===== config.mk =====
export PLATFORM = sky130hd
export DESIGN_NAME = cache_mem_ctrl
export DESIGN_NICKNAME = d
export VERILOG_FILES = /design/src/rtl/cache_mem_ctrl.sv
export SDC_FILE = /design/constraint.sdc
export NUM_CORES = 1
export LEC_CHECK = 0
export CAP_MARGIN = 40
export CORE_AREA = 2 2 168 170
export DETAILED_ROUTE_END_ITERATION = 12
export DIE_AREA = 0 0 170 172
export SLEW_MARGIN = 20
export SYNTH_ARGS = -nofsm -noshare
export SYNTH_HDL_FRONTEND = slang
export SYNTH_SLANG_ARGS = --single-unit

===== constraint.sdc =====
create_clock -name CLK -period 3.76 [get_ports CLK]
set_input_delay 1.128 -clock CLK [delete_from_list [all_inputs] [get_ports CLK]]
set_output_delay 1.128 -clock CLK [all_outputs]
set_load 0.05 [all_outputs]

===== src/rtl/cache_mem_ctrl.sv =====
// Arbitrates per-core icache/dcache requests onto a single RAM port: data before instruction, round-robin among cores.
// Optional feature macro ARB_STATS_EN adds per-core completed-transfer counters (grant_cnt) and an ERROR-cycle counter (err_cnt).
module cache_mem_ctrl #(
  parameter int NCPU   = 2,
  parameter int WORD_W = 32
) (
  input  logic                   CLK,
  input  logic                   nRST,
  input  logic [NCPU-1:0]        iREN,
  input  logic [NCPU*WORD_W-1:0] iaddr,
  input  logic [NCPU-1:0]        dREN,
  input  logic [NCPU-1:0]        dWEN,
  input  logic [NCPU*WORD_W-1:0] daddr,
  input  logic [NCPU*WORD_W-1:0] dstore,
  output logic [NCPU-1:0]        iwait,
  output logic [NCPU-1:0]        dwait,
  output logic [NCPU*WORD_W-1:0] iload,
  output logic [NCPU*WORD_W-1:0] dload,
  output logic                   ramREN,
  output logic                   ramWEN,
  output logic [WORD_W-1:0]      ramaddr,
  output logic [WORD_W-1:0]      ramstore,
  input  logic [WORD_W-1:0]      ramload,
`ifdef ARB_STATS_EN
  output logic [NCPU*16-1:0]     grant_cnt,
  output logic [15:0]            err_cnt,
`endif
  input  logic [1:0]             ramstate
);

  localparam int CW = (NCPU > 1) ? $clog2(NCPU) : 1;
  localparam logic [1:0] RAM_ACCESS = 2'd2;

  typedef enum logic {IDLE, XFER} state_t;

  state_t          state_q, state_d;
  logic [CW-1:0]   gnt_cpu_q, gnt_cpu_d;
  logic            gnt_data_q, gnt_data_d;
  logic [CW-1:0]   rr_ptr_q, rr_ptr_d;
  logic [NCPU-1:0] dreq;
  logic            live_req;
  logic            is_write;

  assign dreq = dREN | dWEN;

  // First requester at or after ptr, wrapping around the cores.
  function automatic logic [CW-1:0] rr_pick(input logic [NCPU-1:0] req, input logic [CW-1:0] ptr);
    logic [CW-1:0] pick;
    logic [CW-1:0] idx;
    pick = ptr;
    for (int k = NCPU - 1; k >= 0; k--) begin
      idx = CW'((int'(ptr) + k) % NCPU);
      if (req[idx]) pick = idx;
    end
    return pick;
  endfunction

  always_comb begin
    state_d    = state_q;
    gnt_cpu_d  = gnt_cpu_q;
    gnt_data_d = gnt_data_q;
    rr_ptr_d   = rr_ptr_q;
    iwait      = '1;
    dwait      = '1;
    iload      = '0;
    dload      = '0;
    ramREN     = 1'b0;
    ramWEN     = 1'b0;
    ramaddr    = '0;
    ramstore   = '0;
    live_req   = 1'b0;
    is_write   = 1'b0;
    case (state_q)
      IDLE: begin
        if (|dreq) begin
          gnt_data_d = 1'b1;
          gnt_cpu_d  = rr_pick(dreq, rr_ptr_q);
          state_d    = XFER;
        end else if (|iREN) begin
          gnt_data_d = 1'b0;
          gnt_cpu_d  = rr_pick(iREN, rr_ptr_q);
          state_d    = XFER;
        end
      end
      XFER: begin
        if (gnt_data_q) begin
          live_req = dreq[gnt_cpu_q];
          is_write = dWEN[gnt_cpu_q];
        end else begin
          live_req = iREN[gnt_cpu_q];
        end
        // A withdrawn request is an abort: no wait pulse, arbitration pointer untouched.
        if (!live_req) begin
          state_d = IDLE;
        end else begin
          ramWEN  = is_write;
          ramREN  = !is_write;
          ramaddr = gnt_data_q ? daddr[int'(gnt_cpu_q)*WORD_W +: WORD_W]
                               : iaddr[int'(gnt_cpu_q)*WORD_W +: WORD_W];
          if (is_write) ramstore = dstore[int'(gnt_cpu_q)*WORD_W +: WORD_W];
          if (ramstate == RAM_ACCESS) begin
            state_d  = IDLE;
            rr_ptr_d = CW'((int'(gnt_cpu_q) + 1) % NCPU);
            if (gnt_data_q) begin
              dwait[gnt_cpu_q] = 1'b0;
              if (!is_write) dload[int'(gnt_cpu_q)*WORD_W +: WORD_W] = ramload;
            end else begin
              iwait[gnt_cpu_q] = 1'b0;
              iload[int'(gnt_cpu_q)*WORD_W +: WORD_W] = ramload;
            end
          end
        end
      end
      default: state_d = IDLE;
    endcase
  end

  always_ff @(posedge CLK or negedge nRST) begin
    if (!nRST) begin
      state_q    <= IDLE;
      gnt_cpu_q  <= '0;
      gnt_data_q <= 1'b0;
      rr_ptr_q   <= '0;
    end else begin
      state_q    <= state_d;
      gnt_cpu_q  <= gnt_cpu_d;
      gnt_data_q <= gnt_data_d;
      rr_ptr_q   <= rr_ptr_d;
    end
  end

`ifdef ARB_STATS_EN
  localparam logic [1:0] RAM_ERROR = 2'd3;

  logic [NCPU*16-1:0] grant_cnt_q, grant_cnt_d;
  logic [15:0]        err_cnt_q, err_cnt_d;

  always_comb begin
    grant_cnt_d = grant_cnt_q;
    err_cnt_d   = err_cnt_q;
    if (state_q == XFER && live_req) begin
      if (ramstate == RAM_ACCESS && grant_cnt_q[int'(gnt_cpu_q)*16 +: 16] != 16'hFFFF)
        grant_cnt_d[int'(gnt_cpu_q)*16 +: 16] = grant_cnt_q[int'(gnt_cpu_q)*16 +: 16] + 16'd1;
      if (ramstate == RAM_ERROR && err_cnt_q != 16'hFFFF)
        err_cnt_d = err_cnt_q + 16'd1;
    end
  end

  always_ff @(posedge CLK or negedge nRST) begin
    if (!nRST) begin
      grant_cnt_q <= '0;
      err_cnt_q   <= '0;
    end else begin
      grant_cnt_q <= grant_cnt_d;
      err_cnt_q   <= err_cnt_d;
    end
  end

  assign grant_cnt = grant_cnt_q;
  assign err_cnt   = err_cnt_q;
`endif

endmodule


==> results of run 1 <==
[sequential cells by signal (all words and copies together) (netlist names)]
name	cells
state_q	1
rr_ptr_q	1
gnt_cpu_q	1
gnt_data_q	1
[worst paths after layout]
check                                start        end  slack [ns]  cells after the start
worst max-delay path               dWEN[0]     ramREN        0.07                      7
worst min-delay path              rr_ptr_q   rr_ptr_q        0.64                      2
worst max register to register  gnt_data_q    state_q        1.92                      5
worst min register to register    rr_ptr_q   rr_ptr_q        0.64                      2
max in group asynchronous             nRST  gnt_cpu_q        2.42                      1
min in group asynchronous             nRST  gnt_cpu_q        1.13                      1
[where the power goes]
| part | total [mW] | internal (mW) | switching, mW |
|---|---|---|---|
| combinational | 4.46 | 2.25 | 2.22 |
| sequential | 0.163 | 0.0691 | 0.0942 |
| clock | 0.164 | 0.136 | 0.0287 |
[per-layer routing]
| layer | vias to the layer above | part of all wire [%] |
|---|---|---|
| met5 | - | 0.067 |
| met1 | 1975 | 33 |
| met4 | 2 | 2.4 |
| met2 | 231 | 55 |
| li1 | 2020 | - |
| met3 | 18 | 9.9 |
[cell type report]
cell class	instances	area (sq um)	area share [%]
diodes	3	7.51	0.0753
clock buffers	3	75.1	0.753
inverters	7	26.3	0.264
multi-input cells	291	2630	26.4
flip-flops and latches	4	105	1.05
well taps	346	433	4.34
repair buffers	462	6690	67.1
[metrics by stage]
| stage | setup TNS [ns] | util, % | instance area [sq um] | hold WS [ns] |
|---|---|---|---|---|
| 4_1_cts | 0 | 35.6 | 9790 | 0.634 |
| 3_3_place_gp | -17.67 | 34.9 | 9580 | 0.623 |
| 6_report | 0 | 36.3 | 9970 | 0.637 |
| 5_1_grt | -0.00176 | 36.3 | 9960 | 0.679 |
| 2_1_floorplan | 0 | - | 2800 | 0.556 |
| 3_5_place_dp | -18.13 | 34.9 | 9580 | 0.628 |
[kinds of logic after synthesis]
| family | Yosys count |
|---|---|
| DFF | 4 |
| AOI/OAI and AO/OA | 12 |
| muxes | 68 |
| buffers and inverters | 38 |
| and+or+nand+nor | 211 |
[worst reg2reg max path, delay by kind of cell (launching register included)]
family	cells	cell delay, ns
AOI/OAI and AO/OA	2	0.28
buffers and inverters	2	0.25
DFF	1	0.64
and+or+nand+nor	1	0.55
[cell usage in the layout, fill, tap and decap left out, types with 4 or more instances in the layout]
master,count
sky130_fd_sc_hd__buf_6,4
sky130_fd_sc_hd__inv_1,7
sky130_fd_sc_hd__buf_4,15
sky130_fd_sc_hd__nor2b_1,33
sky130_fd_sc_hd__buf_12,203
sky130_fd_sc_hd__mux4_2,33
sky130_fd_sc_hd__mux2i_1,32
sky130_fd_sc_hd__clkbuf_16,6
sky130_fd_sc_hd__and2_4,33
sky130_fd_sc_hd__nor2_1,34
sky130_fd_sc_hd__dlygate4sd2_1,5
sky130_fd_sc_hd__and2_1,95
sky130_fd_sc_hd__clkdlybuf4s50_1,225
[what timing repair did]
action / 4_1_cts / 5_1_grt
resized for setup: 20 / 43
cloned: 2 / 4
pin swaps: 4 / 1
endpoints found under the setup margin: 196 / 46
buffers inserted: 5 / 1
hold endpoints to repair: 0 / 0
==> insert_results.sql, run 1 <==
INSERT INTO impl_metrics (metric_group, metric, value, unit) VALUES
('placement', 'post-place-ws', '-0.173', 'ns'),
('yosys', 'synth_top_cell_by_area', 'sky130_fd_sc_hd__and2_1', ''),
('cts', 'number_of_h_tree_branching_levels', '1', ''),
('grt', 'grt.total_usage', '11.7', '%'),
('timing', 'worst_setup_slack_final', '0.0651', 'ns'),
('yosys', 'seq_area_frac_synth', '3.58', '%'),
('power', 'leakagePower', '3.97', 'nW'),
('route', 'wirelength', '19400', 'microns'),
('timing', 'max_slew_margin', '69.8', '%'),
('yosys', 'synthesis.nets', '567', ''),
('yosys', 'number_of_synthesized_flops_with_an_enable_pin', '0', ''),
('yosys', 'synth_area_leaders', 'sky130_fd_sc_hd__and2_1 29%, sky130_fd_sc_hd__mux4_2 27%, sky130_fd_sc_hd__mux2i_1 11%', ''),
('yosys', 'synth_warnings', '0', ''),
('die', 'core-area', '27500', 'sq um'),
('grt', 'first_pass_grt_wire_length', '26200', 'microns'),
('grt', 'grt.met1_usage', '11.6', '%'),
('worst_setup_path', 'timing.critical_path.slowest_stage_cell', 'sky130_fd_sc_hd__or4b_4', ''),
('die', 'die_h', '172', 'microns'),
('route', 'detailedRoute.firstIterationViolations', '90', ''),
('worst_setup_path', 'path_class', 'in2out', ''),
('timing', 'period_minus_slack', '3.69', 'ns'),
('timing', 'post-route-period-util', '98.3', '%'),
('cts', 'clk_root_buffer_cell', 'sky130_fd_sc_hd__clkbuf_16', ''),
('grt', 'antenna_found_initial', '3', ''),
('cts', 'cts_buffers', '3', ''),
('power', 'power.density_cell_area', '481', 'nW/um^2'),
('timing', 'layout_skew', '0.000728', 'ns'),
('yosys', 'synth_simple_gate_area_share', '46.5', '%'),
('route', 'first_pass_drt_iterations', '4', ''),
('die', 'floorplan.die.width', '170', 'microns'),
('cells_and_area', 'final_layout_size_suffix_gt1_share', '41.6', '%'),
('cts', 'tritoncts', 'yes', ''),
('yosys', 'synth_compound_area_share', '3.89', '%'),
('grt', 'grt_max_degree', '66', ''),
('route', 'routed_wire_length_per_instance', '17.4', 'microns'),
('route', 'vias', '4246', ''),
('die', 'pin_count', '432', ''),
('yosys', 'post_synth_xor_area_fraction', '0', '%'),
('timing', 'report.final.hold_viol_count', '0', ''),
('placement', 'post-place-cells', '1099', ''),
('run_status', 'run_status', 'finished, final reports clean', ''),
('cells_and_area', 'num-nets-final', '1003', ''),
('cts', 'cts.clk_slew.worst_paths', '0.03', 'ns'),
('cells_and_area', 'layout-area-overhead-vs-synth', '256', '%'),
('worst_setup_path', 'critPathCaptureType', 'primary output', ''),
('worst_setup_path', 'cp-start-kind', 'primary input', ''),
('grt', 'gr-usage-met2', '23.6', '%'),
('timing', 'rsz0062_at_grt', 'true', ''),
('placement', 'placement.io_buffers', '431', ''),
('yosys', 'yosys.cell_count.top_type', 'sky130_fd_sc_hd__and2_1', ''),
('yosys', 'synthesis.area', '2800', 'sq um'),
('yosys', 'synth_area_per_cell', '8.40', 'sq um'),
('power', 'p_total', '4.79', 'mW'),
('yosys', 'seq_cells_post_synth', '4', ''),
('yosys', 'synth_top_cells_by_count', '128 x sky130_fd_sc_hd__and2_1, 34 x sky130_fd_sc_hd__nor2_1, 33 x sky130_fd_sc_hd__mux4_2, 33 x sky130_fd_sc_hd__nor2b_1, 32 x sky130_fd_sc_hd__mux2i_1', ''),
('die', 'row_count', '61', ''),
('cells_and_area', 'finalNonFillerCells', '1116', ''),
('grt', 'grt_busiest_layer', 'met2', ''),
('cts', 'clock-sinks', '4', ''),
('grt', 'grtUsageMet3', '3.25', '%'),
('timing', 'slew_violations', '0', ''),
('worst_setup_path', 'cpLargestDelayFamily', 'buffers and inverters', ''),
('route', 'drcViolationCount', '0', ''),
('worst_setup_path', 'critical_path.cell_chain', 'dlygate4sd2_1, or4b_4, o2111ai_4, buf_6, buf_4, a21oi_2, buf_12', ''),
('yosys', 'synth_cells', '333', ''),
('run', 'max-cap-violations', '0', ''),
('route', 'drtAntennaViolNets', '0', ''),
('timing', 'final_setup_fails', '0', ''),
('worst_setup_path', 'timing.critical_path.fanout_max', '6', ''),
('min_path', 'min_path_type', 'reg2reg', ''),
('cts', 'cts-root-to-sink-buffers', '2', '');
(Power assumes the default switching activity.)
==> inputs of run 2 (changes only) <==
--- a/config.mk
+++ b/config.mk
@@ -9,6 +9,7 @@
 export CORE_AREA = 2 2 168 170
 export DETAILED_ROUTE_END_ITERATION = 12
 export DIE_AREA = 0 0 170 172
+export RECOVER_POWER = 25
 export SLEW_MARGIN = 20
 export SYNTH_ARGS = -nofsm -noshare
 export SYNTH_HDL_FRONTEND = slang
==> run 2 against run 1 <==
Net effect:
- global-route usage is the same
- fmax is the same
- cell count about the same
- cell area barely moved
- sequential share of layout area about the same
- wire length is essentially flat
- sequential cell count stayed put
- critical path depth is the same
- die area unchanged
- first-iteration DRC count shrank 6.7%
- critical path type unchanged
- largest cell class unchanged
- highest routed layer unchanged
==> insert_results.sql, run 2 (same netlist as run 1, synthesis figures left out) <==
INSERT INTO impl_metrics (metric_group, metric, value, unit) VALUES
('run_status', 'run_status', 'finished, final reports clean', ''),
('worst_setup_path', 'critPathCaptureType', 'primary output', ''),
('cells_and_area', 'finalNonFillerCells', '1115', ''),
('cells_and_area', 'design_area', '9960', 'sq um'),
('route', 'first_pass_drt_iterations', '4', ''),
('route', 'wirelength', '19400', 'microns'),
('timing', 'report.final.hold_viol_count', '0', ''),
('route', 'detailedRoute.firstIterationViolations', '84', ''),
('timing', 'period_minus_slack', '3.69', 'ns'),
('cells_and_area', 'most-common-layout-cells', '224 x sky130_fd_sc_hd__clkdlybuf4s50_1, 203 x sky130_fd_sc_hd__buf_12, 57 x sky130_fd_sc_hd__and2_1, 38 x sky130_fd_sc_hd__and2_0, 34 x sky130_fd_sc_hd__nor2_1', ''),
('route', 'drtAntennaViolNets', '0', ''),
('timing', 'max_slew_margin', '69.8', '%'),
('die', 'floorplan.die.width', '170', 'microns'),
('cts', 'cts.clk_slew.worst_paths', '0.03', 'ns'),
('worst_setup_path', 'cp_data_required_time', '2.63', 'ns'),
('grt', 'grt_max_degree', '66', ''),
('worst_setup_path', 'cpLargestDelayFamily', 'buffers and inverters', ''),
('power', 'power.density_cell_area', '481', 'nW/um^2'),
('min_path', 'min_path_type', 'reg2reg', ''),
('cts', 'clk_root_buffer_cell', 'sky130_fd_sc_hd__clkbuf_16', ''),
('die', 'die_area', '29200', 'sq um'),
('cts', 'clock-sinks', '4', ''),
('die', 'core-area', '27500', 'sq um'),
('power', 'vdd_ir_drop_max', '0.311', 'mV'),
('grt', 'globalRouteOverflowTotal', '0', ''),
('placement', 'post_dp_cell_area', '9580', 'sq um'),
('worst_setup_path', 'worstPathArrival', '2.57', 'ns'),
('die', 'initial_core_util', '10.2', '%'),
('cts', 'number_of_h_tree_branching_levels', '1', ''),
('worst_setup_path', 'path_class', 'in2out', ''),
('grt', 'grt_pass1_vias', '4284', ''),
('cts', 'tritoncts', 'yes', ''),
('timing', 'layout_skew', '0.000728', 'ns'),
('cells_and_area', 'final_layout_size_suffix_gt1_share', '41.5', '%'),
('grt', 'grt.met1_usage', '11.6', '%'),
('cells_and_area', 'mostFrequentLayoutCell', 'sky130_fd_sc_hd__clkdlybuf4s50_1', ''),
('power', 'p_total', '4.79', 'mW'),
('cts', 'cts_buffers', '3', ''),
('die', 'die_h', '172', 'microns'),
('route', 'routed_wire_length_per_instance', '17.4', 'microns'),
('cells_and_area', 'fin_util', '36.3', '%'),
('placement', 'gp_routability_congestion', '0.791', ''),
('placement', 'placement.io_buffers', '431', ''),
('worst_setup_path', 'timing.critical_path.slowest_stage_cell', 'sky130_fd_sc_hd__or4b_4', ''),
('run', 'max-cap-violations', '0', ''),
('worst_setup_path', 'cp-start-kind', 'primary input', ''),
('placement', 'post-place-cells', '1099', ''),
('worst_setup_path', 'critical_path.cell_chain', 'dlygate4sd2_1, or4b_4, o2111ai_4, buf_6, buf_4, a21oi_2, buf_12', ''),
('placement', 'place.detailed.hpwl', '15800', 'microns'),
('cts', 'post_cts_hold_buffer_count', '0', ''),
('route', 'drcViolationCount', '0', ''),
('grt', 'first_pass_grt_wire_length', '26200', 'microns'),
('timing', 'post-route-period-util', '98.3', '%'),
('grt', 'grt_busiest_layer', 'met2', ''),
('die', 'pin_count', '432', ''),
('grt', 'grtUsageMet3', '3.25', '%'),
('grt', 'antenna_found_initial', '3', ''),
('worst_setup_path', 'critPathBufInv', '4', ''),
('cts', 'cts-root-to-sink-buffers', '2', ''),
('cells_and_area', 'layout-area-overhead-vs-synth', '256', '%'),
('timing', 'timing_worst_slew_pin_value', '0.453', 'ns'),
('timing', 'final_setup_fails', '0', ''),
('timing', 'slew_violations', '0', ''),
('power', 'leakagePower', '3.92', 'nW'),
('route', 'vias', '4230', ''),
('worst_setup_path', 'critical_path_s_largest_stage_delay', '0.50', 'ns'),
('cts', 'clkLatencyLatePin', '0.22', 'ns'),
('route', 'avgViaCountPerCell', '3.79', ''),
('grt', 'gr-usage-met2', '23.6', '%'),
('cells_and_area', 'filler_cell_count', '2704', ''),
('timing', 'achievable-frequency', '271', 'MHz'),
('grt', 'grt.total_usage', '11.7', '%'),
('die', 'row_count', '61', ''),
('cells_and_area', 'num-nets-final', '1003', ''),
('worst_setup_path', 'timing.critical_path.fanout_max', '6', ''),
('timing', 'rsz0062_at_grt', 'true', '');
==> run 2: report_power, final <==
group          leakage [nW]  total [mW]  internal (mW)  switching [mW]
logic                  3.84        4.46           2.25            2.22
clock network        0.0370       0.164          0.136          0.0287
registers            0.0426       0.163         0.0691          0.0943
==> run 2: routing by layer <==
| metal | vias to the layer above | share of wire [%] |
|---|---|---|
| met5 | - | 0.067 |
| met4 | 2 | 2.4 |
| met3 | 18 | 10 |
| met2 | 231 | 55 |
| met1 | 1964 | 33 |
| li1 | 2015 | - |
==> run 2: layout make-up <==
| class | count | area (sq um) | share of cell area [%] |
|---|---|---|---|
| timing repair buffer | 462 | 6690 | 67.1 |
| inverter | 7 | 26.3 | 0.264 |
| antenna | 2 | 5.00 | 0.0502 |
| tap | 346 | 433 | 4.35 |
| clock buffer | 3 | 75.1 | 0.754 |
| sequential | 4 | 105 | 1.06 |
| multi-input combinational | 291 | 2630 | 26.4 |
==> run 2: worst min-delay path, stage by stage, from the launching register on <==
cell and delay, ns:
sky130_fd_sc_hd__dfrtp_1 0.43, sky130_fd_sc_hd__a2bb2oi_1 0.09, sky130_fd_sc_hd__o211ai_1 0.07
==> run 2: stage by stage <==
| step | hold WS, ns | setup TNS, ns | setup WS (ns) |
|---|---|---|---|
| floorplan | 0.556 | 0 | 0.225 |
| global placement | 0.623 | -17.67 | -0.183 |
| finish | 0.638 | 0 | 0.0651 |
| global route | 0.679 | -0.00176 | -0.00176 |
| CTS | 0.634 | 0 | 0.000322 |
| detailed placement | 0.628 | -18.13 | -0.173 |
==> run 2: timing repair <==
action                     4_1_cts  5_1_grt
setup endpoints to repair      196       46
gates resized for setup         20       43
buffers inserted                 5        1
cloned                           2        4
pin swaps                        4        1
==> run 2: worst paths after layout <==
kind / start / to / slack, ns / depth (start not counted)
hold reg to reg: rr_ptr_q / rr_ptr_q / 0.64 / 2
setup reg to reg: gnt_data_q / state_q / 1.92 / 5
hold / removal: rr_ptr_q / rr_ptr_q / 0.64 / 2
setup / recovery: dWEN[0] / ramREN / 0.07 / 7
min in group asynchronous: nRST / gnt_cpu_q / 1.20 / 1
max in group asynchronous: nRST / gnt_cpu_q / 2.35 / 1
